### src/rtl/operand_recover.sv
// Recovers operand a = sum - b from a (W+1)-bit adder result, C bits per cycle.
// Define OPERAND_RECOVER_SAT_EN to clamp a on underflow/overflow instead of wrapping.
module operand_recover #(
    parameter int unsigned DATA_WIDTH  = 8,
    parameter int unsigned CHUNK_WIDTH = 2
) (
    input  logic                  clk,
    input  logic                  rst_n,
    input  logic                  in_valid,
    output logic                  in_ready,
    input  logic [DATA_WIDTH:0]   sum,
    input  logic [DATA_WIDTH-1:0] b,
    output logic                  out_valid,
    input  logic                  out_ready,
    output logic [DATA_WIDTH-1:0] a,
    output logic                  err,
    output logic                  busy
);

    localparam int unsigned W      = DATA_WIDTH;
    localparam int unsigned C      = CHUNK_WIDTH;
    localparam int unsigned N      = W / C;
    localparam int unsigned IDX_W  = (N > 1) ? $clog2(N) : 1;

    typedef enum logic [1:0] {
        IDLE = 2'd0,
        CALC = 2'd1,
        DONE = 2'd2
    } state_t;

    state_t         state;
    logic [W:0]     sum_q;
    logic [W-1:0]   b_q;
    logic [W-1:0]   diff_q;
    logic [IDX_W-1:0] idx;
    logic           borrow;

    logic [C:0]     wide_c;
    logic [W-1:0]   res_c;
    logic           bout_c;
    logic           top_c;
    logic           underflow_c;
    logic           overflow_c;
    logic           err_c;
    logic [W-1:0]   a_next_c;

    // One chunk of the borrow-chained subtraction plus the final top-bit decode
    always_comb begin
        wide_c      = {1'b0, sum_q[idx*C +: C]} - {1'b0, b_q[idx*C +: C]} - (C+1)'(borrow);
        bout_c      = wide_c[C];
        res_c       = diff_q;
        res_c[idx*C +: C] = wide_c[C-1:0];
        top_c       = sum_q[W] ^ bout_c;
        underflow_c = ~sum_q[W] & bout_c;
        overflow_c  = top_c & ~underflow_c;
        err_c       = underflow_c | overflow_c;
`ifdef OPERAND_RECOVER_SAT_EN
        if (underflow_c)
            a_next_c = '0;
        else if (overflow_c)
            a_next_c = '1;
        else
            a_next_c = res_c;
`else
        a_next_c = res_c;
`endif
    end

    always_ff @(posedge clk or negedge rst_n) begin
        if (!rst_n) begin
            state     <= IDLE;
            sum_q     <= '0;
            b_q       <= '0;
            diff_q    <= '0;
            idx       <= '0;
            borrow    <= 1'b0;
            a         <= '0;
            err       <= 1'b0;
            out_valid <= 1'b0;
            in_ready  <= 1'b1;
            busy      <= 1'b0;
        end else begin
            case (state)
                IDLE: begin
                    if (in_valid) begin
                        sum_q    <= sum;
                        b_q      <= b;
                        idx      <= '0;
                        borrow   <= 1'b0;
                        state    <= CALC;
                        in_ready <= 1'b0;
                        busy     <= 1'b1;
                    end
                end
                CALC: begin
                    diff_q <= res_c;
                    borrow <= bout_c;
                    idx    <= idx + IDX_W'(1);
                    if (idx == IDX_W'(N - 1)) begin
                        a         <= a_next_c;
                        err       <= err_c;
                        out_valid <= 1'b1;
                        state     <= DONE;
                    end
                end
                DONE: begin
                    // a/err keep the last result after the handshake
                    if (out_ready) begin
                        out_valid <= 1'b0;
                        state     <= IDLE;
                        in_ready  <= 1'b1;
                        busy      <= 1'b0;
                    end
                end
                default: begin
                    state     <= IDLE;
                    out_valid <= 1'b0;
                    in_ready  <= 1'b1;
                    busy      <= 1'b0;
                end
            endcase
        end
    end

endmodule

### config.mk
export PLATFORM = sky130hd
export DESIGN_NAME = operand_recover
export DESIGN_NICKNAME = d
export VERILOG_FILES = /design/src/rtl/operand_recover.sv
export SDC_FILE = /design/constraint.sdc
export NUM_CORES = 1
export LEC_CHECK = 0
export BUFFER_PORTS_ARGS = -buffer_cell sky130_fd_sc_hd__buf_2
export CAP_MARGIN = 0
export CORE_MARGIN = 1
export CORE_UTILIZATION = 28
export CTS_BUF_LIST = sky130_fd_sc_hd__clkbuf_4 sky130_fd_sc_hd__clkbuf_8 sky130_fd_sc_hd__clkbuf_16
export DETAILED_ROUTE_END_ITERATION = 10
export GPL_TIMING_DRIVEN = 0
export PLACE_DENSITY = 0.52
export RECOVER_POWER = 50
export SLEW_MARGIN = 20
export SYNTH_ARGS = -nofsm -noshare
export SYNTH_HDL_FRONTEND = slang
export SYNTH_SLANG_ARGS = --single-unit
### constraint.sdc
create_clock -name clk -period 3.7 [get_ports clk]
set_clock_uncertainty 0.05 [all_clocks]
set_input_delay 0.185 -clock clk [delete_from_list [all_inputs] [get_ports clk]]
set_output_delay 0.185 -clock clk [all_outputs]
set_load 0.05 [all_outputs]
-- Word-level counts from Yosys, hierarchy flattened
Cells that the tools add are included.
- bits in registers: 42
- output and inout bits: 12
- word-level logic and storage cells: 57
- add/subtract/negate cells: 4
- equality and inequality tests: 6
- shifts and indexed selects: 4
- mux-type cells: 16
- bitwise operators: 8
- reduce and logical (&&, ||, !) cells: 8
- operators with widths (cell ; count):
    $neg A3 Y34 ; 1
    $shift A2 B34 Y8 const A ; 1
    $shiftx A2 B34 Y8 ; 1
    $pmux W1 S3 ; 3
    $reduce_and A3 Y1 ; 3
    $shiftx A9 B4 Y2 ; 1
    $bwmux W8 ; 1
    $mux W2 ; 4
    $shiftx A8 B4 Y2 ; 1
    $ne A2 B2 Y1 const B ; 3
    $pmux W2 S3 ; 1
    $reduce_and A2 Y1 ; 3
    $mux W1 ; 5
    $eq A2 B2 Y1 const B ; 2
    $not A1 Y1 ; 4
    $pmux W2 S2 ; 1
    $sub A2 B2 Y3 ; 1
    $sub A3 B1 Y3 ; 1
    $add A2 B1 Y2 const B ; 1
    $and A1 B1 Y1 ; 2
    $eq A2 B1 Y1 const B ; 1
    $logic_not A2 Y1 ; 1
    $pmux W1 S2 ; 1
    $reduce_bool A2 Y1 ; 1
    other kinds (2) ; 2

-- Depth between registers and ports, before layout
- depth in word-level cells: 7
- depth in mapped cells: 9
- gate-level depth less buffers: 8

-- Worst setup path before layout
Ideal clock, no wire load.
- path type: register to register
- from: register idx[0]
- to: register a[3]
- arrival time: 2.363 ns
- required time: 3.531 ns
- path slack: 1.167 ns
- stages on the path, launching flop included: 9
- path buffers: 1
- clock period less this slack: 2.533 ns
- path through: dfrtp_1 -> buf_2 -> mux4_2 -> fa_1 -> inv_1 -> fa_1 -> inv_1 -> o221ai_1 -> o21a_1
- longest elaborated chain between the ends: 5
- elaborated cells between the ends (all ways): 10
- classes of those cells: 3 x add/sub; 1 x eq/ne; 4 x shift; 1 x mux; 1 x reduce/logical
- RTL lines (item ; line ; source):
    from (decl) ; 35 ; logic [IDX_W-1:0] idx;
    from (signal assigned) ; 98 ; idx <= idx + IDX_W'(1);
    $shiftx A9 B4 Y2 or $shiftx A8 B4 Y2 (tied branches) ; 49 ; wide_c = {1'b0, sum_q[idx*C +: C]} - {1'b0, b_q[idx*C +: C]} - (C+1)'(borrow);
    $sub A2 B2 Y3 ; 49 ;
    $sub A3 B1 Y3 ; 49 ;
    $shiftx A2 B34 Y8 ; 52 ; res_c[idx*C +: C] = wide_c[C-1:0];
    $bwmux W8 ; 52 ;
    to (signal assigned) ; 100 ; a <= a_next_c;
    to (decl) ; 15 ; output logic [DATA_WIDTH-1:0] a,
Parallel ways exist; a longest one is shown, timed or not.
A chain may end at the register's enable or synchronous reset.

-- Final worst setup path
Same ends and word-level chain as after synthesis.

==> flow_metrics.py <==
metrics = {
    "clock_tree": {
        "clockRootBuffer": "clkbuf_8",
        "cts_tree": "built",
        "clock_sinks": 42,
        "cts_buffers": 5,
        "clk_latency_ps": 300,
        "clk_pin_slew_worst_paths_ps": 80,
        "htree_num_levels": 2,
        "cts.path.max_buffers": 2,
    },
    "critical_path": {
        "ff2ff_path_depth": 8,
        "cpMaxStageDelayCell": "mux4_2",
        "crit_type": "register to register",
        "cp_max_fo": 10,
        "cp.required_ps": 3840,
        "cpPeakStageDelay_ps": 560,
        "r2r_end": "a[3]$_DFFE_PN0P_",
        "crit_chain": "buf_2 > mux4_2 > fa_1 > inv_1 > fa_1 > inv_1 > o221ai_1 > o21a_1",
        "cp.arrival_ps": 2890,
        "reg2reg_from": "idx[0]$_DFFE_PN0P_",
        "crit_path_end_kind": "register",
        "worst-path-buf-inv": 3,
        "cpLargestDelayFamily": "adder cells",
        "cp.depth": 8,
        "crit_path_start_kind": "register",
        "reg2reg_slack_ps": 950,
    },
    "final_layout": {
        "register_area_um2": 1050,
        "area_delta_synth_final_pct": 20.0,
        "final_common_cell": "dfrtp_1",
        "diodes": 0,
        "layout.nets": 228,
        "layout_common_cells": "dfrtp_1, buf_2, mux2_2",
        "drive_gt1_share_pct": 34.5,
        "nFillCells": 729,
        "multi_input_area_um2": 853,
    },
    "drt": {
        "drt-total-wl_um": 3840,
        "drtIter0Drc": 45,
        "routedWlPerCell_um": 13.0,
        "first_pass_iters": 4,
        "vias": 1330,
        "via_per_inst": 4.49,
        "ant_nets": 0,
        "drc_errors": 0,
    },
    "yosys": {
        "syn_nets": 187,
        "yosys.area.top_type": "dfrtp_1",
        "ys_seq_area_share_pct": 52.8,
        "ys_ff_latch": 42,
        "yosysWarnings": 0,
        "synth_cell_types": 31,
        "syn-cell-area_um2": 1990,
        "synth.avg_cell_area_um2": 12.6,
        "synth.top_cell.area_share_pct": 51.4,
        "synth.area.top_cells": "dfrtp_1, mux2_2, mux4_2, ha_1, nand2b_1",
        "synth_cells": 158,
    },
    "placement": {
        "hpwl_um": 2710,
        "io_buffers": 32,
        "routabilityCongestion": 0.715,
    },
    "floorplanning": {
        "die-area_um2": 7460,
        "core_region_area_um2": 6830,
        "die_w_um": 86.4,
        "start_util_pct": 29.2,
        "ios": 33,
        "rows": 30,
        "die_height_um": 86.4,
    },
    "timing": {
        "fin_setup_tns_ps": 0,
        "fmax_mhz": 363,
        "worst_pin_slew_ps": 1300,
        "report.final.setup_viol": 0,
        "hold_viol_final": 0,
        "max_slew_margin_pct": 13.1,
        "rsz0062_at_grt": "no",
        "fin_crit_ps": 2750,
        "whs_ps": 58.4,
        "slew_viol_final": 0,
        "period_share_pct": 74.4,
    },
    "global_route": {
        "overflow": 0,
        "grt_pass1_wl_um": 6530,
        "antenna_found_initial": 0,
        "grt_pass1_vias": 1323,
        "grt_max_degree": 43,
        "grt_usage_pct": 11.5,
    },
    "worst_hold_path": {
        "min_path_cells": 2,
        "hold_class": "primary input to register",
        "whs_endpoint": "sum_q[6]$_DFFE_PN0P_",
        "hold_start": "sum[6]",
    },
    "power_and_ir_drop": {
        "power_frac_comb_pct": 52.7,
        "p_clk_share_pct": 14.8,
        "power.density_nw_per_um2": 1040,
        "switching_power_mw": 1.06,
        "power_frac_seq_pct": 32.6,
        "p_sw_share_pct": 42.4,
        "p_leak_nw": 1.07,
        "peakVddDrop_mv": 0.400,
        "intPower_mw": 1.44,
    },
    "run_status": {
        "outcome": "finished, final reports clean",
    },
    "run": {
        "cap_violations": 0,
    },
}
==> area by class of cell <==
class / instances / share of cell area (%)
Clock buffer: 6 / 3.19
Timing Repair Buffer: 34 / 7.06
Inverter: 9 / 1.41
Multi-Input combinational cell: 100 / 35.7
Clock inverter: 2 / 1.57
Sequential cell: 42 / 44.0
Tap cell: 96 / 5.02
Buffer: 7 / 2.14
==> what timing repair did <==
item | in CTS | in global routing
setup buffers | 0 | 0
gates resized for setup | 0 | 0
hold buffers | 0 | 1
setup endpoints to repair | 0 | 0
endpoints found under the hold margin | 0 | 17
==> cell families (layout without fill, tap and decap cells) <==
group	after synthesis	after routing	share of synthesized area [%]
compound gates	31	31	10.7
xor+xnor	1	1	0.439
fa+ha+maj	8	8	5.77
buf+inv	16	58	4.45
flops	42	42	52.8
mux	22	22	14.7
simple gates	38	38	11.2
==> power by group through the flow <==
stage	clock network [mW]	logic, mW	registers [mW]
floorplan	0	0.826	1.01
global placement	0	1.33	0.819
detailed placement	0	1.34	0.827
CTS	0.381	1.35	0.818
global route	0.403	1.44	0.850
finish	0.369	1.32	0.814
==> worst reg2reg max path, cell delays in order (launching register included) <==
cell,delay [ps]
dfrtp_1,400
buf_2,270
mux4_2,560
fa_1,400
inv_1,80
fa_1,540
inv_1,120
o221ai_1,110
o21a_1,120
==> sequential cells by signal, summed over array words and instances (netlist names) <==
signal,count
a,8
b_q,8
borrow,1
busy,1
diff_q,8
err,1
idx,2
in_ready,1
out_valid,1
state,2
sum_q,9
==> stage by stage <==
step / setup slack [ps] / cells / cell area (µm²) / power, mW / utilization (%)
after global routing: 765 / 296 / 2390 / 2.69 / 35.0
after detailed placement: 931 / 286 / 2270 / 2.17 / 33.3
after CTS: 905 / 294 / 2390 / 2.54 / 35.0
after floorplan: 1170 / 158 / 1990 / 1.84 / -
final: 949 / 296 / 2390 / 2.50 / 35.0
after global placement: 945 / 286 / 2270 / 2.15 / 33.3
==> synthesized netlist by cell type <==
cell and n:
a21oi_1 9, o221ai_1 2, dfstp_2 1, fa_1 2, and4bb_2 3, dfrtp_1 41, nor3b_2 1, a31oi_1 3
or3_1 1, nand2_1 7, a32o_1 3, ha_1 6, nand2b_1 8, a21o_1 4, nand4b_1 1, mux2_2 18
buf_2 2, xnor2_1 1, and3b_1 1, o21ai_0 2, nor2_1 9, o21a_1 2, mux4_2 4, o31ai_1 1
buf_4 3, buf_6 2, o22ai_1 2, nor3_1 3, inv_1 9, nor2b_1 4, a22o_1 3
==> layer usage <==
metal,routed length [µm],vias to the layer above,global-route usage (%)
met5,0,-,0
met4,54,0,4.09
met1,1880,652,15.4
met2,1750,27,17.6
met3,155,7,3.33
li1,-,644,-
==> worst max-delay path by stage <==
stage,startpoint,end
2_1_floorplan,idx[0]$_DFFE_PN0P_,a[3]$_DFFE_PN0P_
6_report,idx[0]$_DFFE_PN0P_,a[3]$_DFFE_PN0P_
3_3_place_gp,idx[0]$_DFFE_PN0P_,a[3]$_DFFE_PN0P_
5_1_grt,idx[0]$_DFFE_PN0P_,a[3]$_DFFE_PN0P_
4_1_cts,idx[0]$_DFFE_PN0P_,a[3]$_DFFE_PN0P_
3_5_place_dp,idx[0]$_DFFE_PN0P_,a[3]$_DFFE_PN0P_
No activity file was read; power rests on OpenSTA's default activity.
